## config.mk

```make
export PLATFORM = sky130hd
export DESIGN_NAME = bus_master_arbiter_flat
export DESIGN_NICKNAME = d
export VERILOG_FILES = /design/src/rtl/bus_master_arbiter_if.sv /design/src/rtl/bus_master_arbiter.sv /design/src/flat_wrapper.sv
export SDC_FILE = /design/constraint.sdc
export NUM_CORES = 1
export LEC_CHECK = 0
export CORE_ASPECT_RATIO = 0.8
export CORE_MARGIN = 4
export CORE_UTILIZATION = 40
export CTS_BUF_LIST = sky130_fd_sc_hd__clkbuf_8
export CTS_CLUSTER_DIAMETER = 150
export DETAILED_ROUTE_END_ITERATION = 8
export DONT_BUFFER_PORTS = 1
export GPL_ROUTABILITY_DRIVEN = 0
export PLACE_DENSITY = 0.63
export SYNTH_ARGS = -nofsm -noshare
export SYNTH_HDL_FRONTEND = slang
export SYNTH_SLANG_ARGS = --single-unit
```

## constraint.sdc

```tcl
create_clock -name clk -period 3.7 [get_ports clk]
set_input_delay 0.37 -clock clk [delete_from_list [all_inputs] [get_ports clk]]
set_output_delay 0.37 -clock clk [all_outputs]
set_load 0.02 [all_outputs]
```

## src/rtl/bus_master_arbiter_if.sv

```systemverilog
// bus_master_arbiter_if: requester and bus master port signals shared between the arbiter and its environment
interface bus_master_arbiter_if;
  logic [1:0] r0_instruction;
  logic [7:0] r0_data;
  logic r0_tx_done;
  logic r0_tx_err;
  logic [1:0] r1_instruction;
  logic [7:0] r1_data;
  logic r1_tx_done;
  logic r1_tx_err;
  logic [1:0] m_instruction;
  logic [7:0] m_data_out;
  logic m_tx_done;
  logic [1:0] grant;
  modport master(
    input r0_instruction, r0_data, r1_instruction, r1_data, m_tx_done,
    output r0_tx_done, r0_tx_err, r1_tx_done, r1_tx_err, m_instruction, m_data_out, grant
  );
  modport slave(
    output r0_instruction, r0_data, r1_instruction, r1_data, m_tx_done,
    input r0_tx_done, r0_tx_err, r1_tx_done, r1_tx_err, m_instruction, m_data_out, grant
  );
endinterface

```

## src/rtl/bus_master_arbiter.sv

```systemverilog
// bus_master_arbiter: round-robin sharing of one bus master port between two requesters with a stall watchdog
module bus_master_arbiter #(
  parameter int TIMEOUT_CYCLES = 1000,
  parameter int CNT_W = 16
) (
  input logic clk,
  input logic reset,
  bus_master_arbiter_if.master bus
);
  typedef enum logic [1:0] {IDLE, BUSY, RELEASE} state_t;
  localparam logic [CNT_W-1:0] WD_LAST = CNT_W'(TIMEOUT_CYCLES - 1);
  state_t state;
  logic [CNT_W-1:0] wd;
  logic last_grant;
  logic owner;
  logic pick;
  logic req0;
  logic req1;
  logic [1:0] g_instr;
  logic [7:0] g_data;
  always_comb begin
    req0 = bus.r0_instruction != 2'b00;
    req1 = bus.r1_instruction != 2'b00;
    pick = (req0 && req1) ? ~last_grant : req1;
    owner = bus.grant[1];
    g_instr = owner ? bus.r1_instruction : bus.r0_instruction;
    g_data = owner ? bus.r1_data : bus.r0_data;
  end
  always_ff @(posedge clk) begin
    if (reset) begin
      state <= IDLE;
      wd <= '0;
      last_grant <= 1'b1;
      bus.grant <= 2'b00;
      bus.m_instruction <= 2'b00;
      bus.m_data_out <= 8'h00;
      bus.r0_tx_done <= 1'b0;
      bus.r0_tx_err <= 1'b0;
      bus.r1_tx_done <= 1'b0;
      bus.r1_tx_err <= 1'b0;
    end else begin
      bus.r0_tx_done <= 1'b0;
      bus.r0_tx_err <= 1'b0;
      bus.r1_tx_done <= 1'b0;
      bus.r1_tx_err <= 1'b0;
      case (state)
        IDLE: if (req0 || req1) begin
          bus.grant <= pick ? 2'b10 : 2'b01;
          bus.m_instruction <= pick ? bus.r1_instruction : bus.r0_instruction;
          bus.m_data_out <= pick ? bus.r1_data : bus.r0_data;
          wd <= '0;
          state <= BUSY;
        end
        BUSY: if (bus.m_tx_done) begin
          bus.m_instruction <= 2'b00;
          bus.r0_tx_done <= ~owner;
          bus.r1_tx_done <= owner;
          last_grant <= owner;
          state <= RELEASE;
        end else if (wd == WD_LAST) begin
          bus.m_instruction <= 2'b00;
          bus.r0_tx_err <= ~owner;
          bus.r1_tx_err <= owner;
          last_grant <= owner;
          state <= RELEASE;
        end else if (g_instr == 2'b00) begin
          bus.m_instruction <= 2'b00;
          bus.grant <= 2'b00;
          last_grant <= owner;
          state <= IDLE;
        end else begin
          bus.m_instruction <= g_instr;
          bus.m_data_out <= g_data;
          wd <= (wd == '1) ? wd : wd + 1'b1;
        end
        RELEASE: if (g_instr == 2'b00) begin
          bus.grant <= 2'b00;
          state <= IDLE;
        end
        default: state <= IDLE;
      endcase
    end
  end
endmodule
```

## src/flat_wrapper.sv

```systemverilog
// flat-port wrapper written by rule: the top's interface ports become plain ports
module bus_master_arbiter_flat 
#(
  parameter int TIMEOUT_CYCLES = 1000,
  parameter int CNT_W = 16
)
  (clk, reset, bus_r0_instruction, bus_r0_data, bus_r1_instruction, bus_r1_data, bus_m_tx_done, bus_r0_tx_done, bus_r0_tx_err, bus_r1_tx_done, bus_r1_tx_err, bus_m_instruction, bus_m_data_out, bus_grant);
  bus_master_arbiter_if bus_i ();
  input logic clk;
  input logic reset;
  input wire logic [$bits(bus_i.r0_instruction)-1:0] bus_r0_instruction;
  input wire logic [$bits(bus_i.r0_data)-1:0] bus_r0_data;
  input wire logic [$bits(bus_i.r1_instruction)-1:0] bus_r1_instruction;
  input wire logic [$bits(bus_i.r1_data)-1:0] bus_r1_data;
  input wire logic [$bits(bus_i.m_tx_done)-1:0] bus_m_tx_done;
  output wire logic [$bits(bus_i.r0_tx_done)-1:0] bus_r0_tx_done;
  output wire logic [$bits(bus_i.r0_tx_err)-1:0] bus_r0_tx_err;
  output wire logic [$bits(bus_i.r1_tx_done)-1:0] bus_r1_tx_done;
  output wire logic [$bits(bus_i.r1_tx_err)-1:0] bus_r1_tx_err;
  output wire logic [$bits(bus_i.m_instruction)-1:0] bus_m_instruction;
  output wire logic [$bits(bus_i.m_data_out)-1:0] bus_m_data_out;
  output wire logic [$bits(bus_i.grant)-1:0] bus_grant;
  assign bus_i.r0_instruction = bus_r0_instruction;
  assign bus_i.r0_data = bus_r0_data;
  assign bus_i.r1_instruction = bus_r1_instruction;
  assign bus_i.r1_data = bus_r1_data;
  assign bus_i.m_tx_done = bus_m_tx_done;
  assign bus_r0_tx_done = bus_i.r0_tx_done;
  assign bus_r0_tx_err = bus_i.r0_tx_err;
  assign bus_r1_tx_done = bus_i.r1_tx_done;
  assign bus_r1_tx_err = bus_i.r1_tx_err;
  assign bus_m_instruction = bus_i.m_instruction;
  assign bus_m_data_out = bus_i.m_data_out;
  assign bus_grant = bus_i.grant;
  bus_master_arbiter #(.TIMEOUT_CYCLES(TIMEOUT_CYCLES), .CNT_W(CNT_W)) u_core (.clk(clk), .reset(reset), .bus(bus_i));
endmodule
```

* Yosys cells after proc, flatten, opt, wreduce, memory -nomap -nowiden *
Cells that the tools add are included.

storage, ports and cells
  flip-flop bits (word level) = 35
  logic and storage cells = 76

cells by class
  bitwise logic cells = 5
  add/subtract/negate cells = 1
  multiplexer cells = 35
  reductions and logical operators = 16
  equal/unequal tests = 9

operators by type and width
  cell                     number
  $mux W16                 5
  $mux W8                  6
  $pmux W16 S2             1
  $mux W2                  15
  $add A16 B1 Y16 const B  1
  $eq A16 B10 Y1 const B   1
  $eq A16 B16 Y1 const B   1
  $pmux W8 S2              1
  $pmux W2 S3              2
  $ne A2 B2 Y1 const B     4
  $reduce_and A6 Y1        1
  $reduce_bool A2 Y1       3
  $reduce_bool A3 Y1       2
  $not A1 Y1               5
  $reduce_and A5 Y1        1
  $logic_not A2 Y1         2
  $mux W1                  4
  $pmux W2 S2              1
  $reduce_and A2 Y1        2
  $reduce_and A4 Y1        1
  $reduce_or A4 Y1         1
  $reduce_or A3 Y1         1
  $eq A2 B1 Y1 const B     1
  $eq A2 B2 Y1 const B     1
  3 further kinds          3

* Logic depth before layout (Yosys ltp) *
Gate-level depths: netlist of the first run.

  word-level depth = 6
  gate-level depth with buffers = 8
  mapped depth without buffers = 7

* Worst setup path after synthesis of the first run *
Ideal clock, no wire load.

  path type = register to register
  from = register u_core.wd[0]
  to = register u_core.wd[12]
  setup time = 0.122 ns
  slack = 1.815 ns
  path buffers = 1
  required time = 3.578 ns
  data arrival time = 1.763 ns
  stages on the path, launching flop included = 8
  path through = dfxtp_1 ha_1 nand3_2 or3_1 buf_6 o211ai_4 nor4_1 a311o_1

between the ends
  cells in the longest elaborated chain, start to end = 6
  elaborated cells between the ends (all ways) = 11

RTL lines
  element                 line                      source
  start, declared         bus_master_arbiter.sv:13  logic [CNT_W-1:0] wd;
  start signal, assigned  bus_master_arbiter.sv:74  wd <= (wd == '1) ? wd : wd + 1'b1;
  $add A16 B1 Y16         bus_master_arbiter.sv:74
  $mux W16                bus_master_arbiter.sv:74
  $mux W16                bus_master_arbiter.sv:66  end else if (g_instr == 2'b00) begin
  $mux W16                bus_master_arbiter.sv:60  end else if (wd == WD_LAST) begin
  $mux W16                bus_master_arbiter.sv:54  BUSY: if (bus.m_tx_done) begin
  $pmux W16 S2            bus_master_arbiter.sv:46  case (state)

Parallel ways exist; a longest one is shown, timed or not. The select of a mux whose other input is x is not followed.
A chain may end at the register's enable or synchronous reset.

* Worst setup path after layout of the first run *
  from = register u_core.bus.grant[1]
  to = register u_core.wd[3]

between the ends
  cells in the longest elaborated chain, start to end = 4

RTL lines
  element                             line                         source
  start, declared                     bus_master_arbiter_if.sv:17  output r0_tx_done, r0_tx_err, r1_tx_done, r1_tx_err, m_instruction, m_data_out, grant
  start signal, assigned              bus_master_arbiter.sv:48     bus.grant <= pick ? 2'b10 : 2'b01;
  $mux W2                             bus_master_arbiter.sv:26     g_instr = owner ? bus.r1_instruction : bus.r0_instruction;
  $logic_not A2 Y1                    bus_master_arbiter.sv:66
  $ne A2 B2 Y1 (no source line)       n/a
  $reduce_and A6 Y1 (no source line)  n/a

No other way between the ends.

==> results of run 1 <==
-- routing by layer --
metal | up-vias | track usage, % | part of all wire (%)
met4 | 0 | 4.027 | 1.4
met2 | 79 | 22.66 | 40
met1 | 877 | 23.63 | 48
met3 | 12 | 5.902 | 11
li1 | 942 | - | -
met5 | - | 0 | 0
-- critical path: stages (launching register included) --
cell and delay, ns:
dfxtp_1 0.69, nor3_1 0.19, nor3_2 0.59, nand2_2 0.28, or4_1 0.56, a31oi_1 0.17
-- worst max-delay path by stage --
stage | from | end | slack, ns | cells after the start
after global placement | u_core.bus.grant[1] | u_core.wd[3] | 1.30 | 5
after global routing | u_core.bus.grant[1] | u_core.wd[3] | 1.0 | 5
after CTS | u_core.bus.grant[1] | u_core.wd[3] | 1.19 | 5
after detailed placement | u_core.bus.grant[1] | u_core.wd[3] | 1.21 | 5
final | u_core.bus.grant[1] | u_core.wd[3] | 1.14 | 5
after floorplan | u_core.wd[0] | u_core.wd[12] | 1.82 | 7
-- metrics by stage --
step | hold WS [ns] | utilization, % | power [mW]
2_1_floorplan | 0.4467 | - | 0.6081
3_3_place_gp | 0.4447 | 41.90 | 0.6395
3_5_place_dp | 0.4466 | 41.90 | 0.6402
4_1_cts | 0.1393 | 44.25 | 0.9991
5_1_grt | 0.1312 | 44.25 | 1.047
6_report | 0.1454 | 44.25 | 0.9919
-- power groups by stage --
stage / Clock [mW] / Combinational (mW) / Sequential (mW)
floorplan: 0 / 0.161 / 0.448
global placement: 0 / 0.184 / 0.456
detailed placement: 0 / 0.183 / 0.457
CTS: 0.366 / 0.185 / 0.448
global route: 0.385 / 0.209 / 0.452
finish: 0.357 / 0.188 / 0.447
-- flip-flops by register name (all words and copies together) (netlist names) --
signal,cells
u_core.wd,16
u_core.bus.grant,2
u_core.bus.m_instruction,2
u_core.bus.r0_tx_done,1
u_core.bus.r1_tx_err,1
u_core.state,2
u_core.bus.m_data_out,8
u_core.bus.r1_tx_done,1
u_core.last_grant,1
u_core.bus.r0_tx_err,1
-- cells by family (layout without fill, tap and decap cells) --
family | count (synthesis) | after routing | synth area share [%]
mux | 11 | 11 | 6.017
simple gates | 91 | 91 | 26.05
flops | 35 | 35 | 33.69
fa+ha+maj | 5 | 5 | 3.008
buf+inv | 20 | 16 | 4.453
compound gates | 83 | 83 | 26.78
-- synthesized netlist by cell type, types with 5 or more instances --
| master | number | share of area [%] |
|---|---|---|
| o21ai_1 | 11 | 2.6 |
| nor4_1 | 6 | 1.8 |
| clkbuf_1 | 6 | 1.1 |
| inv_1 | 7 | 1.3 |
| nor3_1 | 12 | 2.9 |
| mux2i_1 | 8 | 3.9 |
| nand4_1 | 6 | 1.8 |
| ha_1 | 5 | 3.0 |
| dfxtp_1 | 35 | 34 |
| or3_1 | 10 | 3.0 |
| nor2_1 | 12 | 2.2 |
| nand2_1 | 11 | 2.0 |
| buf_2 | 5 | 1.2 |
| nand3_1 | 6 | 1.4 |
| a21oi_1 | 23 | 5.5 |
| o21ai_0 | 9 | 2.2 |
-- area by class of cell --
type	count	area (sq um)
fillers	504	2791
multi-input cells	190	1286
flip-flops and latches	35	700.7
clock buffers	6	82.58
well taps	62	77.57
clock inverters	2	35.03
inverters	7	26.28
repair buffers	1	7.507
==> impl_metrics.csv, run 1 <==
group,metric,value,unit
outcome,outcome,"completed",
setup_path,crit_type,"register to register",
cells_and_area,area_growth_syn_to_layout,6.559,%
cells_and_area,stdcell_area,2216,sq um
synthesis,synth_nets,273,
die,num_rows,23,
clocking,post_cts_buffers,0,
routing,first_pass_iters,4,
setup_path,start_kind,"register",
cells_and_area,fin_cells,303,
synthesis,yosysWarningCount,0,
timing,setup_ws,1.140,ns
grt,grt-ovfl-total,0,
pwr,seq_power_share,45.1,%
routing,num_vias,1910,
die,fp.dieH,72.49,um
timing,setup_tns,0,ns
setup_path,reg2reg_to,"u_core.wd[3]",
placed_design,post_dp_cell_area,2098,sq um
synthesis,synth_cell_types,57,
routing,wl_per_cell,16.88,um
clocking,tritoncts,"yes",
grt,grt_pass1_vias,1681,
clocking,cts_num_sinks,35,
routing,drtAntennaViolNets,0,
pwr,combPwrFrac,18.9,%
pwr,p_sw_share,30.03,%
setup_path,r2r-start,"u_core.bus.grant[1]",
pwr,p_sw,297.9,uW
clocking,clock_latency,0.29,ns
pwr,p_leak,0.7942,nW
cells_and_area,final_cell_mix,"dfxtp_1 (35), a21oi_1 (23), nor3_1 (12), nor2_1 (12)",
cells_and_area,final_layout_size_suffix_gt1_share,10.37,%
timing,drv_slew,0,
timing,setup_viol,0,
clocking,cts_buffers,5,
hold_path,min_from,"reset",
clocking,post_cts_resized,0,
placed_design,portBuffers,0,
setup_path,crit_path_end_kind,"register",
clocking,cts_htree_levels,2,
clocking,path_clk_slew,0.07,ns
setup_path,crit_required,3.91,ns
grt,grt_first_pass_wirelength,8314,um
placed_design,dp.cells,295,
pwr,clkPwrFrac,36.0,%
synthesis,synth-seq-cells,35,
timing,max_freq,390.6,MHz
cells_and_area,final_common_cell,"dfxtp_1",
die,start_util,41.53,%
hold_path,min-delay-path-class,"input pin to register",
synthesis,async_reset_ff_share,0,%
routing,viasPerCell,6.304,
setup_path,ff2ff_setup_slack,1.14,ns
setup_path,worst-endpoint-arrival,2.77,ns
clocking,clockBufferDepth,2,
job,cap_violations,0,
timing,rsz0062_at_grt,"no",
pwr,p_int,694.0,uW
cells_and_area,diodes,0,
hold_path,hold-path-cell-count,1,
pwr,peakVddDrop,0.3042,mV
die,core,5007,sq um
pwr,powerDensity,447.6,nW/um^2
die,fp.dieW,88.61,um
cells_and_area,nNetsFinal,268,
clocking,cts_root_buf,"clkbuf_8",
synthesis,ys_seq_area_share,33.69,%
hold_path,holdPathEnd,"u_core.bus.m_data_out[4]",
synthesis,avgSynthCellArea,8.488,sq um
routing,drc,0,
routing,drtIter0Drc,208,
setup_path,reg2reg_depth,5,
grt,track_usage,16.25,%
placed_design,dp_slack,1.214,ns
clocking,ctsHoldBuffers,0,
timing,tightest_slew,0.7267,ns
synthesis,syn_area,2079,sq um
die,dieArea,6423,sq um
timing,fin_crit,2.560,ns
grt,antenna_found_initial,0,
timing,period_share,69.20,%
setup_path,crit_path_max_fanout,13,
placed_design,dp_hpwl,3598,um
die,io_pins,39,
synthesis,synth_edf_count,0,
routing,wl,5116,um
timing,hold_violations,0,
synthesis,synth_top_flop_cell,"dfxtp_1",
synthesis,synthCells,245,
grt,grt_max_degree,26,
timing,clock_skew,0.005414,ns
timing,relSlewSlack,51.29,%
Power figures use the tool's default switching activity.
==> inputs of run 2 (changes only) <==
clock period = 2.4 ns   (was 3.7 ns; I/O delays follow)
==> run 2 against run 1 <==
Maximum frequency rose by 19%; non-clock buffer count up 10; via count increased by 1.5%; largest cell class unchanged.
==> impl_metrics.csv, run 2 (same netlist as run 1, synthesis figures left out) <==
group,metric,value,unit
setup_path,cp-endpoint,"u_core.wd[12]",
routing,drc,0,
routing,wl_per_cell,17.16,um
timing,rsz0062_at_grt,"no",
setup_path,reg2reg_to,"u_core.wd[12]",
pwr,p_sw_share,30.88,%
clocking,cts_num_sinks,35,
die,io_pins,39,
timing,drv_slew,0,
routing,first_pass_iters,4,
cells_and_area,final_cell_mix,"dfxtp_1 (35), a21oi_1 (23), nor3_1 (12), nor2_1 (12)",
cells_and_area,diodes,0,
routing,drtIter0Drc,230,
cells_and_area,area_growth_syn_to_layout,10.29,%
clocking,path_clk_slew,0.07,ns
cells_and_area,regMostFlops,"u_core.wd",
pwr,seq_power_share,44.5,%
pwr,p_sw,475.2,uW
pwr,combPwrFrac,21.1,%
grt,grt_max_degree,26,
pwr,powerDensity,671.0,nW/um^2
clocking,cts_buffers,5,
die,dieArea,6423,sq um
setup_path,r2r-start,"u_core.wd[0]",
hold_path,min-delay-path-class,"input pin to register",
timing,tightest_slew,0.5723,ns
grt,track_usage,16.76,%
grt,antenna_found_initial,0,
pwr,clkPwrFrac,34.4,%
routing,drtAntennaViolNets,0,
cells_and_area,largest_register_ffs,16,
setup_path,crit_path_max_fanout,8,
timing,max_freq,466.6,MHz
grt,grt-ovfl-total,0,
setup_path,crit_type,"register to register",
setup_path,worst-endpoint-arrival,2.32,ns
pwr,peakVddDrop,0.4599,mV
routing,num_vias,1939,
timing,hold_violations,0,
timing,setup_viol,0,
setup_path,reg2reg_depth,6,
outcome,outcome,"completed",
cells_and_area,nNetsFinal,278,
clocking,cts_htree_levels,2,
setup_path,ff2ff_setup_slack,0.26,ns
placed_design,dp_hpwl,3654,um
grt,grt_first_pass_wirelength,8342,um
die,core,5007,sq um
timing,setup_tns,0,ns
cells_and_area,final_layout_size_suffix_gt1_share,12.75,%
setup_path,start_kind,"register",
clocking,clock_latency,0.29,ns
timing,fin_crit,2.143,ns
clocking,cts_root_buf,"clkbuf_8",
die,fp.dieH,72.49,um
job,cap_violations,0,
routing,wl,5371,um
clocking,post_cts_buffers,0,
timing,relSlewSlack,61.71,%
setup_path,crit_required,2.57,ns
die,start_util,41.53,%
clocking,clockBufferDepth,2,
routing,viasPerCell,6.195,
clocking,tritoncts,"yes",
cells_and_area,largest_registers,"u_core.wd (16), u_core.bus.m_data_out (8)",
placed_design,dp.cells,302,
pwr,p_int,1.064,mW
hold_path,hold-path-cell-count,1,
setup_path,crit_path_end_kind,"register",
setup_path,critPathLaunch,"u_core.wd[0]",
timing,clock_skew,0.008988,ns
grt,grt_pass1_vias,1683,
timing,period_share,89.30,%
cells_and_area,final_common_cell,"dfxtp_1",
die,fp.dieW,88.61,um
placed_design,portBuffers,0,
pwr,p_leak,0.8391,nW
die,num_rows,23,
cells_and_area,fin_cells,313,
==> run 2: worst max-delay path, stage by stage (launching register included) <==
cell and delay, ns:
dfxtp_1 0.38, ha_1 0.24, nand3_2 0.14, or3_1 0.48, o211ai_4 0.37, nor4_1 0.10
a311o_1 0.33
==> run 2: power by group through the flow <==
stage	sequential [mW]	combinational (mW)	clock, mW
after floorplan	0.690	0.248	0
after detailed placement	0.699	0.311	0
after global routing	0.692	0.360	0.577
after global placement	0.699	0.311	0
final	0.685	0.324	0.529
after CTS	0.686	0.313	0.546
==> run 2: metrics by stage <==
stage	setup WS, ns	power [mW]	hold WS (ns)	area, sq um	utilization, %
after floorplan	0.5151	0.9376	0.3167	2079	-
after CTS	0.2703	1.545	0.0009555	2263	45.20
after global placement	0.3670	1.011	0.3176	2151	42.95
final	0.2568	1.539	0.01764	2293	45.80
after detailed placement	0.2895	1.010	0.3188	2151	42.95
after global routing	0.09005	1.629	0.0003560	2293	45.80
==> run 2: how the worst min path moves through the flow <==
stage	end	from
after CTS	u_core.bus.m_data_out[6]	reset
after floorplan	u_core.bus.r1_tx_err	bus_m_tx_done
after detailed placement	u_core.wd[3]	reset
after global placement	u_core.state[0]	reset
after global routing	u_core.state[1]	reset
final	u_core.wd[7]	reset
==> run 2: cell type report <==
class	count	area, sq um
clock buffer	5	68.82
multi-input combinational	190	1286
tap	62	77.57
sequential	35	700.7
clock inverter	3	43.79
fill	500	2714
timing repair buffer	11	90.09
inverter	7	26.28
==> run 2: per-layer routing <==
layer | up-vias | track usage [%] | wire (um)
li1 | 963 | - | -
met1 | 876 | 24.98 | 2591
met2 | 93 | 22.07 | 2106
met3 | 7 | 5.789 | 603
met4 | 0 | 5.705 | 70
met5 | - | 0 | 0
==> run 2: repair_timing <==
action | CTS | global route
hold buffers | 0 | 3
gates resized for setup | 0 | 0
endpoints found under the hold margin | 0 | 9
